### config.mk
export PLATFORM = sky130hd
export DESIGN_NAME = l2_port_arbiter
export DESIGN_NICKNAME = d
export VERILOG_FILES = /design/src/rtl/lc3b_types.sv /design/src/rtl/arb_grant_sel.sv /design/src/rtl/l2_port_arbiter.sv
export SDC_FILE = /design/constraint.sdc
export NUM_CORES = 1
export LEC_CHECK = 0
export BUFFER_PORTS_ARGS = -buffer_cell sky130_fd_sc_hd__buf_2
export CAP_MARGIN = 20
export CELL_PAD_IN_SITES_DETAIL_PLACEMENT = 0
export CELL_PAD_IN_SITES_GLOBAL_PLACEMENT = 2
export CORE_AREA = 2 2 269 271
export CTS_CLUSTER_DIAMETER = 100
export DETAILED_ROUTE_END_ITERATION = 6
export DIE_AREA = 0 0 271 273
export PLACE_DENSITY_LB_ADDON = 0.3
export SLEW_MARGIN = 20
export SYNTH_ARGS = -nofsm -noshare
export SYNTH_HDL_FRONTEND = slang
export SYNTH_SLANG_ARGS = --single-unit
### constraint.sdc
create_clock -name clk -period 6.17 [get_ports clk]
set_input_delay 0.3085 -clock clk [delete_from_list [all_inputs] [get_ports clk]]
set_output_delay 0.3085 -clock clk [all_outputs]
set_load 0.01 [all_outputs]
### src/rtl/lc3b_types.sv
// Shared LC-3b types: word/line widths plus the L2 arbiter state and source enums.
package lc3b_types;

   localparam int WORD_W    = 16;
   localparam int LINE_BITS = 128;

   typedef logic [WORD_W-1:0]    lc3b_word;
   typedef logic [LINE_BITS-1:0] lc3b_datbus;

   typedef enum logic [1:0] {
      IDLE    = 2'd0,
      SERVE_I = 2'd1,
      SERVE_D = 2'd2,
      TURN    = 2'd3
   } arb_state_t;

   typedef enum logic {
      SRC_I = 1'b0,
      SRC_D = 1'b1
   } arb_src_t;

endpackage

### src/rtl/arb_grant_sel.sv
// Combinational winner pick for the L2 port.
// Build option ARB_ROUND_ROBIN_EN: alternate between I and D when both are
// pending; otherwise D has fixed priority unless I has hit its starvation limit.
module arb_grant_sel
   import lc3b_types::*;
(
   input  logic     ic_req,
   input  logic     dc_req,
   input  logic     starve_hit,
   input  arb_src_t rr_last,
   output logic     grant_valid,
   output arb_src_t grant_src
);

`ifdef ARB_ROUND_ROBIN_EN
   logic w_unused_starve;
   assign w_unused_starve = starve_hit;
`else
   logic w_unused_rr;
   assign w_unused_rr = rr_last;
`endif

   // Pick a winner among the pending requesters; a lone requester always wins.
   always_comb begin
      grant_valid = ic_req | dc_req;
      grant_src   = SRC_I;
`ifdef ARB_ROUND_ROBIN_EN
      if (ic_req && dc_req)
         grant_src = (rr_last == SRC_I) ? SRC_D : SRC_I;
      else if (dc_req)
         grant_src = SRC_D;
`else
      if (dc_req && !(ic_req && starve_hit))
         grant_src = SRC_D;
`endif
   end

endmodule

### src/rtl/l2_port_arbiter.sv
// Shares the single L2 port between the I-cache and D-cache miss paths.
// One line transaction at a time; the winner's request is captured at grant
// and held until L2 responds. Build option ARB_ROUND_ROBIN_EN selects
// round-robin arbitration (see arb_grant_sel).
module l2_port_arbiter
   import lc3b_types::*;
#(
   parameter int ADDR_W       = $bits(lc3b_word),
   parameter int LINE_W       = $bits(lc3b_datbus),
   parameter int STARVE_LIMIT = 4
) (
   input  logic              clk,
   input  logic              reset,
   input  logic              ic_read,
   input  logic [ADDR_W-1:0] ic_addr,
   output logic [LINE_W-1:0] ic_rdata,
   output logic              ic_resp,
   input  logic              dc_read,
   input  logic              dc_write,
   input  logic [ADDR_W-1:0] dc_addr,
   input  logic [LINE_W-1:0] dc_wdata,
   output logic [LINE_W-1:0] dc_rdata,
   output logic              dc_resp,
   output logic              l2_read,
   output logic              l2_write,
   output logic [ADDR_W-1:0] l2_addr,
   output logic [LINE_W-1:0] l2_wdata,
   input  logic [LINE_W-1:0] l2_rdata,
   input  logic              l2_resp
);

   localparam int               CNT_W      = $clog2(STARVE_LIMIT + 1);
   localparam logic [CNT_W-1:0] STARVE_MAX = CNT_W'(STARVE_LIMIT);

   arb_state_t        r_state;
   arb_state_t        w_state_nxt;
   arb_src_t          r_rr_last;
   logic [CNT_W-1:0]  r_starve_cnt;
   logic [ADDR_W-1:0] r_addr;
   logic [LINE_W-1:0] r_wdata;
   logic              r_write;

   logic              w_grant_valid;
   arb_src_t          w_grant_src;
   logic              w_grant;
   logic              w_starve_hit;

   assign w_starve_hit = (r_starve_cnt == STARVE_MAX);
   assign w_grant      = (r_state == IDLE) && w_grant_valid;

   arb_grant_sel u_grant_sel (
      .ic_req      (ic_read),
      .dc_req      (dc_read | dc_write),
      .starve_hit  (w_starve_hit),
      .rr_last     (r_rr_last),
      .grant_valid (w_grant_valid),
      .grant_src   (w_grant_src)
   );

   // State register.
   always_ff @(posedge clk or posedge reset) begin
      if (reset) r_state <= IDLE;
      else       r_state <= w_state_nxt;
   end

   // Next state: grant from IDLE, wait for l2_resp, then one TURN bubble.
   always_comb begin
      w_state_nxt = r_state;
      case (r_state)
         IDLE:    if (w_grant_valid) w_state_nxt = (w_grant_src == SRC_D) ? SERVE_D : SERVE_I;
         SERVE_I: if (l2_resp) w_state_nxt = TURN;
         SERVE_D: if (l2_resp) w_state_nxt = TURN;
         default: w_state_nxt = IDLE;
      endcase
   end

   // Capture the winner's address, line and direction at grant; write beats read.
   always_ff @(posedge clk or posedge reset) begin
      if (reset) begin
         r_addr  <= '0;
         r_wdata <= '0;
         r_write <= 1'b0;
      end else if (w_grant) begin
         if (w_grant_src == SRC_D) begin
            r_addr  <= dc_addr;
            r_wdata <= dc_wdata;
            r_write <= dc_write;
         end else begin
            r_addr  <= ic_addr;
            r_wdata <= '0;
            r_write <= 1'b0;
         end
      end
   end

   // Starvation counter (saturating) and last-granted source.
   always_ff @(posedge clk or posedge reset) begin
      if (reset) begin
         r_starve_cnt <= '0;
         r_rr_last    <= SRC_I;
      end else if (w_grant) begin
         r_rr_last <= w_grant_src;
         if (w_grant_src == SRC_D && ic_read) begin
            if (!w_starve_hit) r_starve_cnt <= r_starve_cnt + CNT_W'(1);
         end else begin
            r_starve_cnt <= '0;
         end
      end
   end

   // Outputs: L2 request from capture registers; response steered to the winner only.
   always_comb begin
      l2_read  = 1'b0;
      l2_write = 1'b0;
      l2_addr  = '0;
      l2_wdata = '0;
      ic_resp  = 1'b0;
      ic_rdata = '0;
      dc_resp  = 1'b0;
      dc_rdata = '0;
      case (r_state)
         SERVE_I: begin
            l2_read  = 1'b1;
            l2_addr  = r_addr;
            l2_wdata = r_wdata;
            if (l2_resp) begin
               ic_resp  = 1'b1;
               ic_rdata = l2_rdata;
            end
         end
         SERVE_D: begin
            l2_read  = !r_write;
            l2_write = r_write;
            l2_addr  = r_addr;
            l2_wdata = r_wdata;
            if (l2_resp) begin
               dc_resp  = 1'b1;
               dc_rdata = l2_rdata;
            end
         end
         default: ;
      endcase
   end

endmodule

==> impl_metrics.py <==
metrics = {
    "detailed_routing": {
        "drt-vias-per-instance": 3.90,
        "wl_per_cell_um": 21.6,
        "vias": 10100,
        "dr.pass1.iters": 7,
        "drtIter0Drc": 568,
        "ant_nets": 0,
        "drc": 0,
        "postRouteWirelength_um": 55900,
    },
    "placed_design": {
        "place_hpwl_um": 42700,
        "place.gp.congestion": 0.958,
        "dp_cells": 2443,
        "io_buffers": 697,
    },
    "critical_path": {
        "cp-endpoint": "l2_wdata[114]",
        "path_max_fanout": 85,
        "cp-startpoint": "r_state[0]$_DFFE_PP0P_",
        "worst-setup-path-type": "flip-flop to output pin",
        "crit_path_end_kind": "output pin",
        "max_stage_delay_ps": 700,
        "arrival_ps": 2890,
        "cp.depth": 5,
        "timing.rr.end": "r_wdata[67]$_DFFE_PP0P_",
        "reg2reg_depth": 7,
        "crit_chain": "inv_1, ha_4, buf_4, and2_1, buf_2",
        "cp_top_family": "buffers and inverters",
        "cp.required_ps": 5860,
        "reg2reg_slack_ps": 3440,
        "r2r_start": "r_starve_cnt[0]$_DFFE_PP0P_",
        "worst-path-buf-inv": 3,
        "crit_slowest_cell": "buf_4",
        "startpoint_type": "flip-flop",
    },
    "sta": {
        "setup_tns_ps": 0,
        "rsz0062_at_grt": "false",
        "slew_headroom_pct": 39.1,
        "whs_ps": -0.00155,
        "drv_slew": 0,
        "clock.fmax_ghz": 0.312,
        "hold_violations": 1,
        "setup_viol": 0,
        "period_minus_slack_ps": 3200,
        "tightest_slew_ps": 914,
        "clock_skew_ps": 12.8,
        "fin_crit_sh_pct": 51.9,
    },
    "clock_tree": {
        "cts_buffer_depth": 2,
        "ctsHoldBuffers": 106,
        "cts.sinks": 150,
        "clockRootBuffer": "clkbuf_16",
        "post_cts.repair.setup_buffers": 0,
        "clk_pin_slew_ps": 70,
        "clock_latency_ps": 490,
        "cts_tree": "built",
        "htree_num_levels": 4,
        "cts-resized-gates": 0,
        "cts_buffers": 17,
    },
    "global_routing": {
        "grt_overflow": 0,
        "antenna_found_initial": 23,
        "grt_pass1_vias": 9987,
        "grt_util_all_layers_pct": 14.4,
        "grt_pass1_wl_um": 76700,
        "grt_max_degree": 132,
    },
    "logic_synthesis": {
        "syn-instance-count": 898,
        "yosysUniqueCellTypes": 28,
        "yosys_warnings": 0,
        "ys.flop_type": "dfrtp_1",
        "yosys_register_bits": 150,
        "synth.area.top_cells": "dfrtp_1 44%, and3_1 19%, a22o_1 13%",
        "synth_seq_area_share_pct": 43.9,
        "netlist_area_um2": 8560,
        "synth_async_sr_flop_share_pct": 100,
        "synth_edf_count": 0,
        "synth_top_area_share_pct": 43.9,
        "synth.avg_cell_area_um2": 9.53,
        "synth_top_cell_by_area": "dfrtp_1",
        "syn_nets": 1198,
    },
    "outcome": {
        "violations": "hold timing",
        "status": "complete, but fails checks",
    },
    "floorplanning": {
        "core_area_um2": 71000,
        "die_w_um": 271,
        "die_h_um": 273,
        "dieArea_um2": 74000,
        "fp-row-count": 98,
        "start_util_pct": 12.1,
        "ios": 698,
    },
    "power": {
        "leakage_nw": 8.55,
        "cellPowerDensity_nw_per_um2": 453,
        "max-vdd-ir-drop_uv": 423,
    },
    "hold_path": {
        "hp-class": "input pin to async pin",
    },
    "layout": {
        "fin_cells": 2594,
        "layout-drive-gt1-share_pct": 45.8,
        "fin_nets": 1919,
        "area_growth_pct": 69.8,
    },
    "job": {
        "cap_violations": 0,
    },
}
placed cells by master, fill, tap and decap left out, types with 2 or more instances in the layout:
cell	instances
inv_1	7
ha_4	3
inv_8	3
nor2_1	20
nand3_1	16
and2_1	147
inv_6	5
buf_6	2
clkinv_2	3
diode_2	12
dfrtp_1	150
o21ai_0	20
and3_1	257
a22o_1	129
buf_2	696
a21oi_1	2
clkbuf_16	17
a32o_1	2
buf_4	8
dlygate4sd3_1	106
a31oi_1	16
o21a_1	2
clkinv_4	3
ha_1	3
sequential cells by signal, summed over array words and instances (netlist names):
signal        count
r_addr           16
r_starve_cnt      3
r_state           2
r_wdata         128
r_write           1
per-stage QoR:
stage | setup slack (ps) | area (um2) | util [%] | total power, mW | hold slack [ps]
after detailed placement | 2900 | 12800 | 18.1 | 5.50 | 482
after global placement | 2910 | 12800 | 18.1 | 5.54 | 480
after global routing | 2730 | 14500 | 20.4 | 7.08 | 10.3
final | 2970 | 14500 | 20.5 | 6.59 | -0.00155
after CTS | 2840 | 14500 | 20.4 | 6.70 | 0.612
after floorplan | 1830 | 8560 | - | 3.92 | 441
cell usage after synthesis (2+ instances only):
cell type and instances:
and3_1 258, nand3_1 16, ha_1 6, buf_4 9, buf_6 12, a32o_1 2
nor2_1 20, dfrtp_1 150, o21ai_0 20, o21a_1 2, buf_2 8, a21oi_1 2
a31oi_1 16, and2_1 147, inv_1 8, a22o_1 129, clkbuf_1 82
per-layer routing:
metal	share of wire, %	GRT usage, %	vias up	wire length [um]
li1	-	-	4682	-
met1	41	17.3	4944	22900
met2	49	24.9	413	27700
met3	7.4	4.25	62	4130
met4	1.9	4.25	14	1060
met5	0.20	0	-	110
power by group:
part | internal (mW) | switching [mW]
sequential | 1.44 | 0.254
clock | 0.575 | 0.504
combinational | 1.57 | 2.24
total | 3.59 | 3.00
how the worst min path moves through the flow:
stage | endpoint | slack, ps
final | r_wdata[115]$_DFFE_PP0P_ | -0.002
after global routing | r_wdata[64]$_DFFE_PP0P_ | 10
after floorplan | r_wdata[100]$_DFFE_PP0P_ | 440
after CTS | r_wdata[47]$_DFFE_PP0P_ | 0.6
after detailed placement | r_wdata[88]$_DFFE_PP0P_ | 480
after global placement | r_wdata[38]$_DFFE_PP0P_ | 480
cell families after synthesis:
family / share of synthesized area (%)
AO/OA/AOI/OAI: 16.5
flip-flops: 43.9
buffers and inverters: 6.84
adder cells (fa/ha/maj): 0.877
AND/OR/NAND/NOR: 31.9
final cells by class:
class	count	area, um2
Fill cell	8045	56500
Timing Repair Buffer	814	4670
Multi-Input combinational cell	628	4270
Sequential cell	150	3750
Tap cell	950	1190
Clock buffer	18	439
Clock inverter	14	138
Inverter	8	37.5
Antenna cell	12	30.0
No activity file was read; power rests on OpenSTA's default activity.
